<file path="config.mk">
export PLATFORM = sky130hd
export DESIGN_NAME = stream_demux
export DESIGN_NICKNAME = d
export VERILOG_FILES = /design/src/rtl/demux_pkg.sv /design/src/rtl/demux_out_reg.sv /design/src/rtl/stream_demux.sv
export SDC_FILE = /design/constraint.sdc
export NUM_CORES = 1
export LEC_CHECK = 0
export BUFFER_PORTS_ARGS = -buffer_cell sky130_fd_sc_hd__buf_2
export CAP_MARGIN = 25
export CELL_PAD_IN_SITES_DETAIL_PLACEMENT = 0
export CELL_PAD_IN_SITES_GLOBAL_PLACEMENT = 1
export CORE_MARGIN = 2
export CORE_UTILIZATION = 37
export DETAILED_ROUTE_END_ITERATION = 6
export PLACE_DENSITY = 0.85
export SETUP_SLACK_MARGIN = 0.15
export SKIP_CTS_REPAIR_TIMING = 1
export SLEW_MARGIN = 20
export SYNTH_ARGS = -nofsm -noshare
export SYNTH_HDL_FRONTEND = slang
export SYNTH_SLANG_ARGS = --single-unit
export TNS_END_PERCENT = 10
</file>
<file path="constraint.sdc">
create_clock -name clk -period 1.7 [get_ports clk]
set_input_delay 0.425 -clock clk [delete_from_list [all_inputs] [get_ports clk]]
set_output_delay 0.425 -clock clk [all_outputs]
set_load 0.03 [all_outputs]
</file>
<file path="src/rtl/demux_pkg.sv">
// Shared constants and helpers for the stream demultiplexer.
// Combinational only: no clocked logic and no flow control here.
// Holds the drop-counter width and the select-width calculation.
package demux_pkg;

    localparam int DROP_W = 8;

    // Binary select width for n channels; never narrower than one bit.
    function automatic int sel_w(input int n);
        int w;
        w = 0;
        for (int i = 0; i < 31; i++) begin
            if ((1 << i) < n) begin
                w = i + 1;
            end
        end
        return (w < 1) ? 1 : w;
    endfunction

endpackage

</file>
<file path="src/rtl/demux_out_reg.sv">
// One-entry output holding register (valid bit plus data) for a single channel.
// Latency: 1 cycle from load to valid. Backpressure: holds valid/data until ready.
// A load on the same edge as a drain keeps valid high and replaces the data.
module demux_out_reg #(
    parameter int DATA_W = 4
) (
    input  logic              clk,
    input  logic              rst_n,
    input  logic              load,
    input  logic [DATA_W-1:0] load_data,
    input  logic              ready,
    output logic              valid,
    output logic [DATA_W-1:0] data
);

    always_ff @(posedge clk or negedge rst_n) begin
        if (!rst_n) begin
            valid <= 1'b0;
            data  <= '0;
        end else if (load) begin
            valid <= 1'b1;
            data  <= load_data;
        end else if (valid && ready) begin
            // Data is left in place so idle channels keep their last value.
            valid <= 1'b0;
        end
    end

endmodule

</file>
<file path="src/rtl/stream_demux.sv">
// Routes one input stream to NUM_CH outputs by in_sel; out-of-range beats are counted and dropped.
// Latency: 1 cycle. Backpressure: in_ready drops only when the selected channel is full and stalled.
// STREAM_DEMUX_ONEHOT_EN: in_sel becomes NUM_CH-bit one-hot; non-one-hot values count as out of range.
module stream_demux
    import demux_pkg::*;
#(
    parameter int NUM_CH = 4,
    parameter int DATA_W = 4,
`ifdef STREAM_DEMUX_ONEHOT_EN
    localparam int SEL_W = NUM_CH
`else
    localparam int SEL_W = sel_w(NUM_CH)
`endif
) (
    input  logic                     clk,
    input  logic                     rst_n,
    input  logic                     enable,
    input  logic                     in_valid,
    output logic                     in_ready,
    input  logic [SEL_W-1:0]         in_sel,
    input  logic [DATA_W-1:0]        in_data,
    output logic [NUM_CH-1:0]        out_valid,
    input  logic [NUM_CH-1:0]        out_ready,
    output logic [NUM_CH*DATA_W-1:0] out_data,
    output logic [DROP_W-1:0]        drop_cnt
);

    logic [NUM_CH-1:0] sel_hot;
    logic              sel_ok;
    logic              accept;
    logic              drop;
    logic [NUM_CH-1:0] load;

`ifdef STREAM_DEMUX_ONEHOT_EN
    always_comb begin
        sel_hot = in_sel;
        sel_ok  = (in_sel != '0) && ((in_sel & (in_sel - SEL_W'(1))) == '0);
    end
`else
    always_comb begin
        sel_hot = '0;
        for (int k = 0; k < NUM_CH; k++) begin
            sel_hot[k] = (in_sel == SEL_W'(k));
        end
        sel_ok = |sel_hot;
    end
`endif

    // Out-of-range beats are always accepted so they can never stall the stream.
    assign in_ready = enable & (~sel_ok | (|(sel_hot & (~out_valid | out_ready))));
    assign accept   = in_valid & in_ready;
    assign drop     = accept & ~sel_ok;
    assign load     = sel_hot & {NUM_CH{accept & sel_ok}};

    always_ff @(posedge clk or negedge rst_n) begin
        if (!rst_n) begin
            drop_cnt <= '0;
        end else if (drop && (drop_cnt != '1)) begin
            drop_cnt <= drop_cnt + DROP_W'(1);
        end
    end

    for (genvar k = 0; k < NUM_CH; k++) begin : g_ch
        demux_out_reg #(
            .DATA_W(DATA_W)
        ) u_reg (
            .clk      (clk),
            .rst_n    (rst_n),
            .load     (load[k]),
            .load_data(in_data),
            .ready    (out_ready[k]),
            .valid    (out_valid[k]),
            .data     (out_data[k*DATA_W +: DATA_W])
        );
    end

endmodule

</file>
==> results of run 1 <==
==> through the flow <==
step           setup TNS (ns)  hold slack (ns)  utilization, %  worst slack (ns)  cells
2_1_floorplan               0            0.129               -             0.175     79
3_3_place_gp                0            0.360            46.8            0.0218    141
3_5_place_dp                0            0.360            46.8           0.00418    141
4_1_cts                -0.126           0.0928            48.1            -0.126    145
5_1_grt               -0.0570           0.0966            48.6           -0.0570    145
6_report                    0           0.0763            48.6            0.0269    145
==> power by group <==
part / total [uW] / leakage, uW / internal [uW] / switching [uW]
registers: 802 / 0.000358 / 757 / 44.5
logic: 459 / 0.000330 / 166 / 293
clock network: 316 / 0.0000210 / 131 / 185
total: 1580 / 0.000709 / 1050 / 522
==> cell usage after synthesis <==
library cell  count  area, sq um
mux2_4            4         60.1
nor3_1            1         5.00
or4b_4            1         13.8
o21bai_1          1         7.51
nor2b_1           1         6.26
nor3b_2           1         12.5
o31ai_1           1         7.51
nand2b_1          3         18.8
clkbuf_1          8         30.0
a21oi_1           2         10.0
nand3b_1          1         7.51
o21ai_0           3         15.0
inv_1             2         7.51
nand4_1           1         6.26
nand3_1           1         5.00
o311ai_0          1         8.76
mux2_2           12          135
nand4bb_1         1         11.3
buf_6             1         11.3
nand2_2           1         6.26
dfrtp_1          28          701
buf_4             4         30.0
==> final cells by class <==
type	count	area (sq um)	area share (%)
sequential	28	701	51.4
multi-input combinational	36	348	25.5
timing repair buffer	44	231	17.0
tap	31	38.8	2.85
clock buffer	4	36.3	2.66
inverter	2	7.51	0.551
==> registers in the layout (all words and copies together), names as in the netlist <==
signal	cells
drop_cnt	8
g_ch.u_reg.data	16
g_ch.u_reg.valid	4
==> cell usage in the layout (no fill, tap or decap) <==
cell type	synthesis	layout
a21oi_2	0	1
o31ai_1	1	1
o311ai_2	0	1
mux2_2	12	12
nor2b_1	1	1
o21ai_0	3	2
clkbuf_8	0	1
buf_2	0	41
nand3b_1	1	1
buf_6	1	1
buf_4	4	2
nand4_1	1	1
a21oi_1	2	1
mux2_4	4	4
nand2_2	1	1
nor3b_2	1	1
nand4bb_1	1	1
dfrtp_1	28	28
or4b_4	1	1
o21ai_1	0	1
o21bai_1	1	1
nand3_1	1	1
nor3_1	1	1
nand2b_1	3	3
inv_1	2	2
clkbuf_4	0	3
==> cell families after synthesis <==
family,Yosys count
DFF,28
muxes,16
buffers and inverters,15
and+or+nand+nor,12
AOI/OAI and AO/OA,8
==> worst paths after layout <==
check / endpoint / slack [ns] / cells past startpoint
hold / removal: g_ch[0].u_reg.valid / 0.08 / 1
min in group clk: g_ch[3].u_reg.valid / 0.29 / 2
max in group asynchronous: drop_cnt[3] / 1.22 / 1
hold reg to reg: drop_cnt[3] / 0.39 / 0
setup reg to reg: g_ch[0].u_reg.data[3] / 0.23 / 3
setup / recovery: in_ready / 0.03 / 4
==> layer usage <==
layer	up-vias	share of wire, %
li1	330	-
met4	0	0
met2	32	44
met5	-	0
met1	315	44
met3	0	12
==> results.sh, run 1 <==
export IMPL_status="finished, violations left"
export IMPL_violations="DRC"
export IMPL_start_util_pct=39.8
export IMPL_post_route_min_period_ns=1.67
export IMPL_leakage_uw=0.000709
export IMPL_core_sq_um=2810
export IMPL_viasPerCell=4.67
export IMPL_clock_latency_ns=0.33
export IMPL_setup_viol=0
export IMPL_diodes=0
export IMPL_syn_num_nets=93
export IMPL_syn_area_per_cell_sq_um=14.1
export IMPL_hold_viol=0
export IMPL_skew_ns=0.0133
export IMPL_syn2layout_area_growth_pct=22.1
export IMPL_grt_pass1_vias=688
export IMPL_slew_headroom_pct=60.2
export IMPL_critPathBufInv=1
export IMPL_die_w_um=58.9
export IMPL_use_met2_pct=18.4
export IMPL_antenna_found_initial=0
export IMPL_cp_slowest_cell="dfrtp_1"
export IMPL_drv_cap=0
export IMPL_h_tree_depth=1
export IMPL_postPlaceCellArea_sq_um=1310
export IMPL_fin_area_sq_um=1360
export IMPL_grt_use_met3_pct=6.37
export IMPL_drv_slew=0
export IMPL_dr_pass1_iters=6
export IMPL_power_uw=1580
export IMPL_design_portCount=43
export IMPL_die_area_sq_um=3470
export IMPL_power_density_nw_per_um2=1160
export IMPL_critPathLaunchType="register"
export IMPL_cp_max_fo=3
export IMPL_ant_nets=0
export IMPL_std_cell_rows=19
export IMPL_drcViolationCount=5
export IMPL_ys_seq_area_share_pct=62.8
export IMPL_grt_busiest_layer="met2"
export IMPL_worst_pin_slew_ns=0.597
export IMPL_gp_congestion=0.759
export IMPL_synth_area_mux_share_pct=17.5
export IMPL_critical_path_class="reg2out"
export IMPL_overflow=0
export IMPL_clockRootBuffer="clkbuf_4"
export IMPL_synth_area_sq_um=1120
export IMPL_clock_path_buffers=2
export IMPL_synth_top_family_by_area="multiplexers"
export IMPL_clock_sinks=28
export IMPL_worstSetupStartpoint="g_ch[1].u_reg.valid"
export IMPL_portBuffers=42
export IMPL_synth_simple_gate_area_share_pct=8.30
export IMPL_synth_xor_area_share_pct=0
export IMPL_synth_seq_cells=28
export IMPL_vias=677
export IMPL_critPathCaptureType="output port"
export IMPL_cts_made_buffers=3
export IMPL_fillCellCount=269
export IMPL_cpPeakStageDelay_ns=0.42
export IMPL_hold_path_class="in2async"
export IMPL_synth_cells=79
export IMPL_dp_hpwl_mm=1.52
export IMPL_grt_pass1_wl_mm=3.06
export IMPL_r2r_start="g_ch[0].u_reg.valid"
export IMPL_critical_path_top_delay_family="flip-flops"
export IMPL_synth_distinct_cells=22
export IMPL_nets=129
export IMPL_drt_initial_drc_count=34
export IMPL_wirelength_mm=1.98
export IMPL_rsz0062_at_grt="true"
export IMPL_path_clk_slew_ns=0.15
export IMPL_grt_max_degree=29
export IMPL_layout_drive_gt1_share_pct=60.5
export IMPL_synthAdderAreaFrac_pct=0
export IMPL_critPathArrivalTime_ns=1.25
export IMPL_met1_usage_pct=15.5
export IMPL_ir_worst_vdd_v=0.000717
export IMPL_wire_per_inst_um=13.6
export IMPL_max_freq_mhz=598
export IMPL_grt_usage_pct=11.9
export IMPL_fp_dieH_um=58.9
export IMPL_cp_cell_sequence="nand4bb_1, o311ai_2, a21oi_2, buf_6"
export IMPL_period_share_pct=98.4
export IMPL_synth_compound_area_share_pct=4.37
export IMPL_yosysWarnings=0
export IMPL_cts_tree="built"
export IMPL_required_ns=1.27
(Power assumes the default switching activity.)
==> run 2, diff against run 1 <==
--- a/config.mk
+++ b/config.mk
@@ -7,12 +7,10 @@
 export LEC_CHECK = 0
 export BUFFER_PORTS_ARGS = -buffer_cell sky130_fd_sc_hd__buf_2
 export CAP_MARGIN = 25
-export CELL_PAD_IN_SITES_DETAIL_PLACEMENT = 0
-export CELL_PAD_IN_SITES_GLOBAL_PLACEMENT = 1
 export CORE_MARGIN = 2
-export CORE_UTILIZATION = 37
+export CORE_UTILIZATION = 40
 export DETAILED_ROUTE_END_ITERATION = 6
-export PLACE_DENSITY = 0.85
+export PLACE_DENSITY = 0.75
 export SETUP_SLACK_MARGIN = 0.15
 export SKIP_CTS_REPAIR_TIMING = 1
 export SLEW_MARGIN = 20
==> run 2 against run 1 <==
The flow finishes with violations (setup timing). Count of clock-buffer cells in the layout fell by 1. Maximum frequency fell by 2.2%. Sequential share of layout area fell by 0.38 points. Critical path type unchanged. Critical endpoint unchanged. Largest power group unchanged.
==> results.sh, run 2 (same netlist as run 1, synthesis figures left out) <==
export IMPL_status="finished, violations left"
export IMPL_violations="setup timing"
export IMPL_critPathLaunchType="register"
export IMPL_required_ns=1.27
export IMPL_cp_max_fo=3
export IMPL_critical_path_top_delay_family="flip-flops"
export IMPL_largest_reg_flops=16
export IMPL_grt_usage_pct=14.2
export IMPL_overflow=0
export IMPL_clock_sinks=28
export IMPL_portBuffers=42
export IMPL_r2r_slack_ns=0.22
export IMPL_viasPerCell=4.87
export IMPL_rsz0062_at_grt="true"
export IMPL_reg2regPathDepth=3
export IMPL_drv_slew=0
export IMPL_nets=129
export IMPL_timing_hold_ws_ns=0.0871
export IMPL_r2r_start="g_ch[0].u_reg.valid"
export IMPL_cts_tree="built"
export IMPL_worst_pin_slew_ns=0.594
export IMPL_grt_pass1_wl_mm=3.54
export IMPL_final_cell_mix="buf_2 (42), dfrtp_1 (28), mux2_2 (12)"
export IMPL_design_portCount=43
export IMPL_gp_congestion=0.726
export IMPL_path_clk_slew_ns=0.14
export IMPL_fp_dieH_um=56.8
export IMPL_drt_initial_drc_count=13
export IMPL_start_util_pct=41.2
export IMPL_power_density_nw_per_um2=1230
export IMPL_drv_cap=0
export IMPL_period_share_pct=101
export IMPL_clock_path_buffers=2
export IMPL_hold_viol=0
export IMPL_wirelength_mm=2.11
export IMPL_antenna_found_initial=0
export IMPL_wire_per_inst_um=14.5
export IMPL_cp_cell_sequence="nand4bb_1, o311ai_2, a21oi_2, buf_2"
export IMPL_diodes=0
export IMPL_h_tree_depth=1
export IMPL_r2r_end="g_ch[0].u_reg.data[0]"
export IMPL_core_sq_um=2710
export IMPL_power_uw=1690
export IMPL_ir_worst_vdd_v=0.000673
export IMPL_layout_drive_gt1_share_pct=60.5
export IMPL_cts_made_buffers=3
export IMPL_die_area_sq_um=3230
export IMPL_critPathArrivalTime_ns=1.28
export IMPL_drcViolationCount=0
export IMPL_skew_ns=0.00158
export IMPL_critical_path_class="reg2out"
export IMPL_clockRootBuffer="clkbuf_4"
export IMPL_grt_pass1_vias=758
export IMPL_hold_path_class="in2async"
export IMPL_critPathBufInv=1
export IMPL_syn2layout_area_growth_pct=23.0
export IMPL_finalWorstSetupSlack_ns=-0.00987
export IMPL_cpPeakStageDelay_ns=0.41
export IMPL_dpl_cell_count=141
export IMPL_post_route_min_period_ns=1.71
export IMPL_mostFrequentLayoutCell="buf_2"
export IMPL_dp_hpwl_mm=1.60
export IMPL_regMostFlops="g_ch.u_reg.data"
export IMPL_die_w_um=56.8
export IMPL_dr_pass1_iters=4
export IMPL_leakage_uw=0.000714
export IMPL_dp_slack_ns=-0.0757
export IMPL_max_freq_mhz=585
export IMPL_std_cell_rows=19
export IMPL_vias=706
export IMPL_cp_slowest_cell="dfrtp_1"
export IMPL_slew_headroom_pct=60.4
export IMPL_top_regs="g_ch.u_reg.data (16), drop_cnt (8), g_ch.u_reg.valid (4)"
export IMPL_setup_viol=1
export IMPL_clock_latency_ns=0.32
export IMPL_critPathCaptureType="output port"
export IMPL_ant_nets=0
export IMPL_layout_cells_non_filler=145
export IMPL_grt_max_degree=29
==> run 2: cell types whose count changed in the layout (fill, tap and decap cells not counted), sizes merged <==
cell / delta
bufinv: +1
clkbuf: -1
==> run 2: cell type report <==
| type | count | area, sq um |
|---|---|---|
| clock buffers | 3 | 22.5 |
| clock inverters | 1 | 30.0 |
| fillers | 256 | 1340 |
| inverters | 2 | 7.51 |
| multi-input cells | 36 | 348 |
| flip-flops and latches | 28 | 701 |
| well taps | 31 | 38.8 |
| repair buffers | 44 | 225 |
==> run 2: where the power goes <==
| group | internal (uW) | switching [uW] | total [uW] | leakage (uW) |
|---|---|---|---|---|
| logic | 164 | 296 | 459 | 0.000328 |
| clock network | 238 | 181 | 420 | 0.0000279 |
| registers | 758 | 48.8 | 806 | 0.000358 |
| total | 1160 | 526 | 1690 | 0.000714 |
==> run 2: worst reg2reg max path: cells and delay by family, from the launching register on <==
| kind | cells | cell delay (ns) |
|---|---|---|
| multiplexers | 1 | 0.32 |
| flip-flops | 1 | 0.40 |
| AND/OR/NAND/NOR | 2 | 0.67 |
==> run 2: through the flow <==
step	util (%)	TNS [ns]	instance area, sq um
after global routing	50.6	-0.139	1370
final	50.6	-0.00987	1370
after detailed placement	48.4	-0.0757	1310
after CTS	50.4	-0.196	1370
after global placement	48.4	0	1310
after floorplan	-	0	1120
==> run 2: worst max-delay path by stage <==
| stage | end | slack, ns | start | cells past startpoint |
|---|---|---|---|---|
| floorplan | g_ch[0].u_reg.data[0] | 0.17 | in_sel[0] | 3 |
| global placement | in_ready | 0.03 | out_ready[0] | 5 |
| detailed placement | in_ready | -0.08 | out_ready[0] | 5 |
| CTS | in_ready | -0.20 | g_ch[0].u_reg.valid | 4 |
| global route | in_ready | -0.14 | g_ch[0].u_reg.valid | 4 |
| finish | in_ready | -0.01 | g_ch[1].u_reg.valid | 4 |
==> run 2: per-layer routing <==
metal  up-vias  share of wire, %  track usage [%]
li1        332                 -                -
met2        28                49             22.6
met1       346                44             20.1
met3         0               7.3             3.92
met5         -                 0                0
met4         0                 0             1.99
==> run 3, diff against run 2 <==
--- a/config.mk
+++ b/config.mk
@@ -7,10 +7,12 @@
 export LEC_CHECK = 0
 export BUFFER_PORTS_ARGS = -buffer_cell sky130_fd_sc_hd__buf_2
 export CAP_MARGIN = 25
+export CELL_PAD_IN_SITES_DETAIL_PLACEMENT = 1
+export CELL_PAD_IN_SITES_GLOBAL_PLACEMENT = 1
 export CORE_MARGIN = 2
-export CORE_UTILIZATION = 40
+export CORE_UTILIZATION = 37
 export DETAILED_ROUTE_END_ITERATION = 6
-export PLACE_DENSITY = 0.75
+export PLACE_DENSITY = 0.85
 export SETUP_SLACK_MARGIN = 0.15
 export SKIP_CTS_REPAIR_TIMING = 1
 export SLEW_MARGIN = 20
==> run 3 against run 2 <==
The run ends with DRC left. Maximum frequency grew 2.6%. Total power shrank 6.3%. First-iteration DRC count grew to 2.5 times the previous value. Sequential cell count is the same. Sequential share of layout area shrank 0.64 points. Hold slack gained 0.0065 ns. Clock power shrank 27%. Clock skew grew 0.0017 ns. Combinational power grew 3%. Global-route usage shrank 0.85 points. Critical path type unchanged. Critical endpoint unchanged. Largest power group unchanged.
==> results.sh, run 3 (same netlist as run 1, synthesis figures left out) <==
export IMPL_status="finished, violations left"
export IMPL_violations="DRC"
export IMPL_cp_max_fo=2
export IMPL_skew_ns=0.00331
export IMPL_leakage_uw=0.000725
export IMPL_clock_latency_ns=0.31
export IMPL_h_tree_depth=1
export IMPL_pwr_share_clk_pct=19.4
export IMPL_drt_initial_drc_count=33
export IMPL_wirelength_mm=2.19
export IMPL_power_density_nw_per_um2=1140
export IMPL_dpl_cell_count=141
export IMPL_swShare_pct=33.0
export IMPL_clock_sinks=28
export IMPL_power_frac_seq_pct=50.8
export IMPL_cts_made_buffers=3
export IMPL_p_int_uw=1060
export IMPL_std_cell_rows=19
export IMPL_dr_pass1_iters=5
export IMPL_fillCellCount=325
export IMPL_slew_headroom_pct=60.7
export IMPL_layout_drive_gt1_share_pct=62.4
export IMPL_drv_slew=0
export IMPL_ant_nets=0
export IMPL_final_cell_mix="buf_2 (41), dfrtp_1 (28), mux2_2 (12)"
export IMPL_wire_per_inst_um=14.8
export IMPL_hold_viol=0
export IMPL_layout_cells_non_filler=148
export IMPL_design_portCount=43
export IMPL_die_area_sq_um=3470
export IMPL_core_sq_um=2810
export IMPL_overflow=0
export IMPL_worst_pin_slew_ns=0.589
export IMPL_portBuffers=42
export IMPL_ir_worst_vdd_v=0.000461
export IMPL_cts_tree="built"
export IMPL_drv_cap=0
export IMPL_gp_congestion=0.759
export IMPL_critPathArrivalTime_ns=1.24
export IMPL_max_freq_mhz=600
export IMPL_syn2layout_area_growth_pct=24.6
export IMPL_seqCellArea_sq_um=701
export IMPL_required_ns=1.27
export IMPL_post_route_min_period_ns=1.67
export IMPL_timing_hold_ws_ns=0.0936
export IMPL_rsz0062_at_grt="true"
export IMPL_pwr_share_comb_pct=29.9
export IMPL_multiInputGateArea_sq_um=353
export IMPL_nets=132
export IMPL_period_share_pct=98.0
export IMPL_hold_path_class="in2async"
export IMPL_clock_path_buffers=2
export IMPL_vias=722
export IMPL_diodes=0
export IMPL_clockRootBuffer="clkbuf_4"
export IMPL_fin_setup_tns_ns=0
export IMPL_antenna_found_initial=0
export IMPL_regMostFlops="g_ch.u_reg.data"
export IMPL_p_switching_uw=521
export IMPL_grt_usage_pct=13.4
export IMPL_critPathLaunchType="register"
export IMPL_dp_hpwl_mm=1.79
export IMPL_critPathCaptureType="output port"
export IMPL_fp_dieH_um=58.9
export IMPL_setup_viol=0
export IMPL_viasPerCell=4.88
export IMPL_die_w_um=58.9
export IMPL_grt_pass1_wl_mm=3.55
export IMPL_largest_reg_flops=16
export IMPL_grt_max_degree=29
export IMPL_mostFrequentLayoutCell="buf_2"
export IMPL_path_clk_slew_ns=0.14
export IMPL_critical_path_class="reg2out"
export IMPL_start_util_pct=39.8
export IMPL_drcViolationCount=5
export IMPL_grt_pass1_vias=776
export IMPL_top_regs="g_ch.u_reg.data (16), drop_cnt (8), g_ch.u_reg.valid (4)"
-- run 3: cell count changes in the layout (fill, tap and decap cells not counted), sizes merged --
cell / previous run / this run
buf: 44 / 47
bufinv: 1 / 0
clkbuf: 3 / 4
-- run 3: stage by stage --
stage / setup slack, ns / utilization (%) / power [uW] / cell area, sq um
2_1_floorplan: 0.175 / - / 1130 / 1120
3_3_place_gp: 0.0218 / 46.8 / 1270 / 1310
3_5_place_dp: -0.00978 / 46.8 / 1290 / 1310
4_1_cts: -0.105 / 48.1 / 1590 / 1350
5_1_grt: -0.0606 / 49.6 / 1660 / 1390
6_report: 0.0342 / 49.6 / 1580 / 1390
-- run 3: final timing paths --
| path | from | to | slack [ns] | depth (start not counted) |
|---|---|---|---|---|
| max | g_ch[0].u_reg.valid | in_ready | 0.03 | 4 |
| min | rst_n | g_ch[0].u_reg.valid | 0.09 | 1 |
| max reg2reg | g_ch[0].u_reg.valid | g_ch[0].u_reg.data[3] | 0.14 | 4 |
| min reg2reg | drop_cnt[6] | drop_cnt[6] | 0.39 | 0 |
| max in group asynchronous | rst_n | g_ch[3].u_reg.data[1] | 1.22 | 1 |
| min in group clk | out_ready[3] | g_ch[3].u_reg.valid | 0.32 | 2 |
-- run 3: power groups by stage --
| stage | logic [uW] | registers [uW] | clock network [uW] |
|---|---|---|---|
| after floorplan | 135 | 993 | 0 |
| after detailed placement | 468 | 817 | 0 |
| after global placement | 457 | 811 | 0 |
| final | 471 | 802 | 306 |
| after global routing | 499 | 815 | 348 |
| after CTS | 468 | 805 | 315 |
-- run 3: cell type report --
| cell class | instances | area share, % |
|---|---|---|
| well taps | 31 | 2.79 |
| inverters | 2 | 0.540 |
| repair buffers | 47 | 18.3 |
| multi-input cells | 36 | 25.4 |
| flip-flops and latches | 28 | 50.4 |
| clock buffers | 4 | 2.61 |
-- run 3: metal layers --
| metal | part of all wire, % | vias up | GRT usage [%] |
|---|---|---|---|
| li1 | - | 343 | - |
| met1 | 40 | 349 | 16.8 |
| met2 | 50 | 30 | 22.9 |
| met3 | 10 | 0 | 4.62 |
| met4 | 0 | 0 | 1.95 |
| met5 | 0 | - | 0 |
-- run 3: worst max-delay path, stage by stage (launching register included) --
cell,delay [ns]
dfrtp_1,0.37
nand2b_1,0.09
o311ai_2,0.28
a21oi_2,0.06
buf_6,0.14
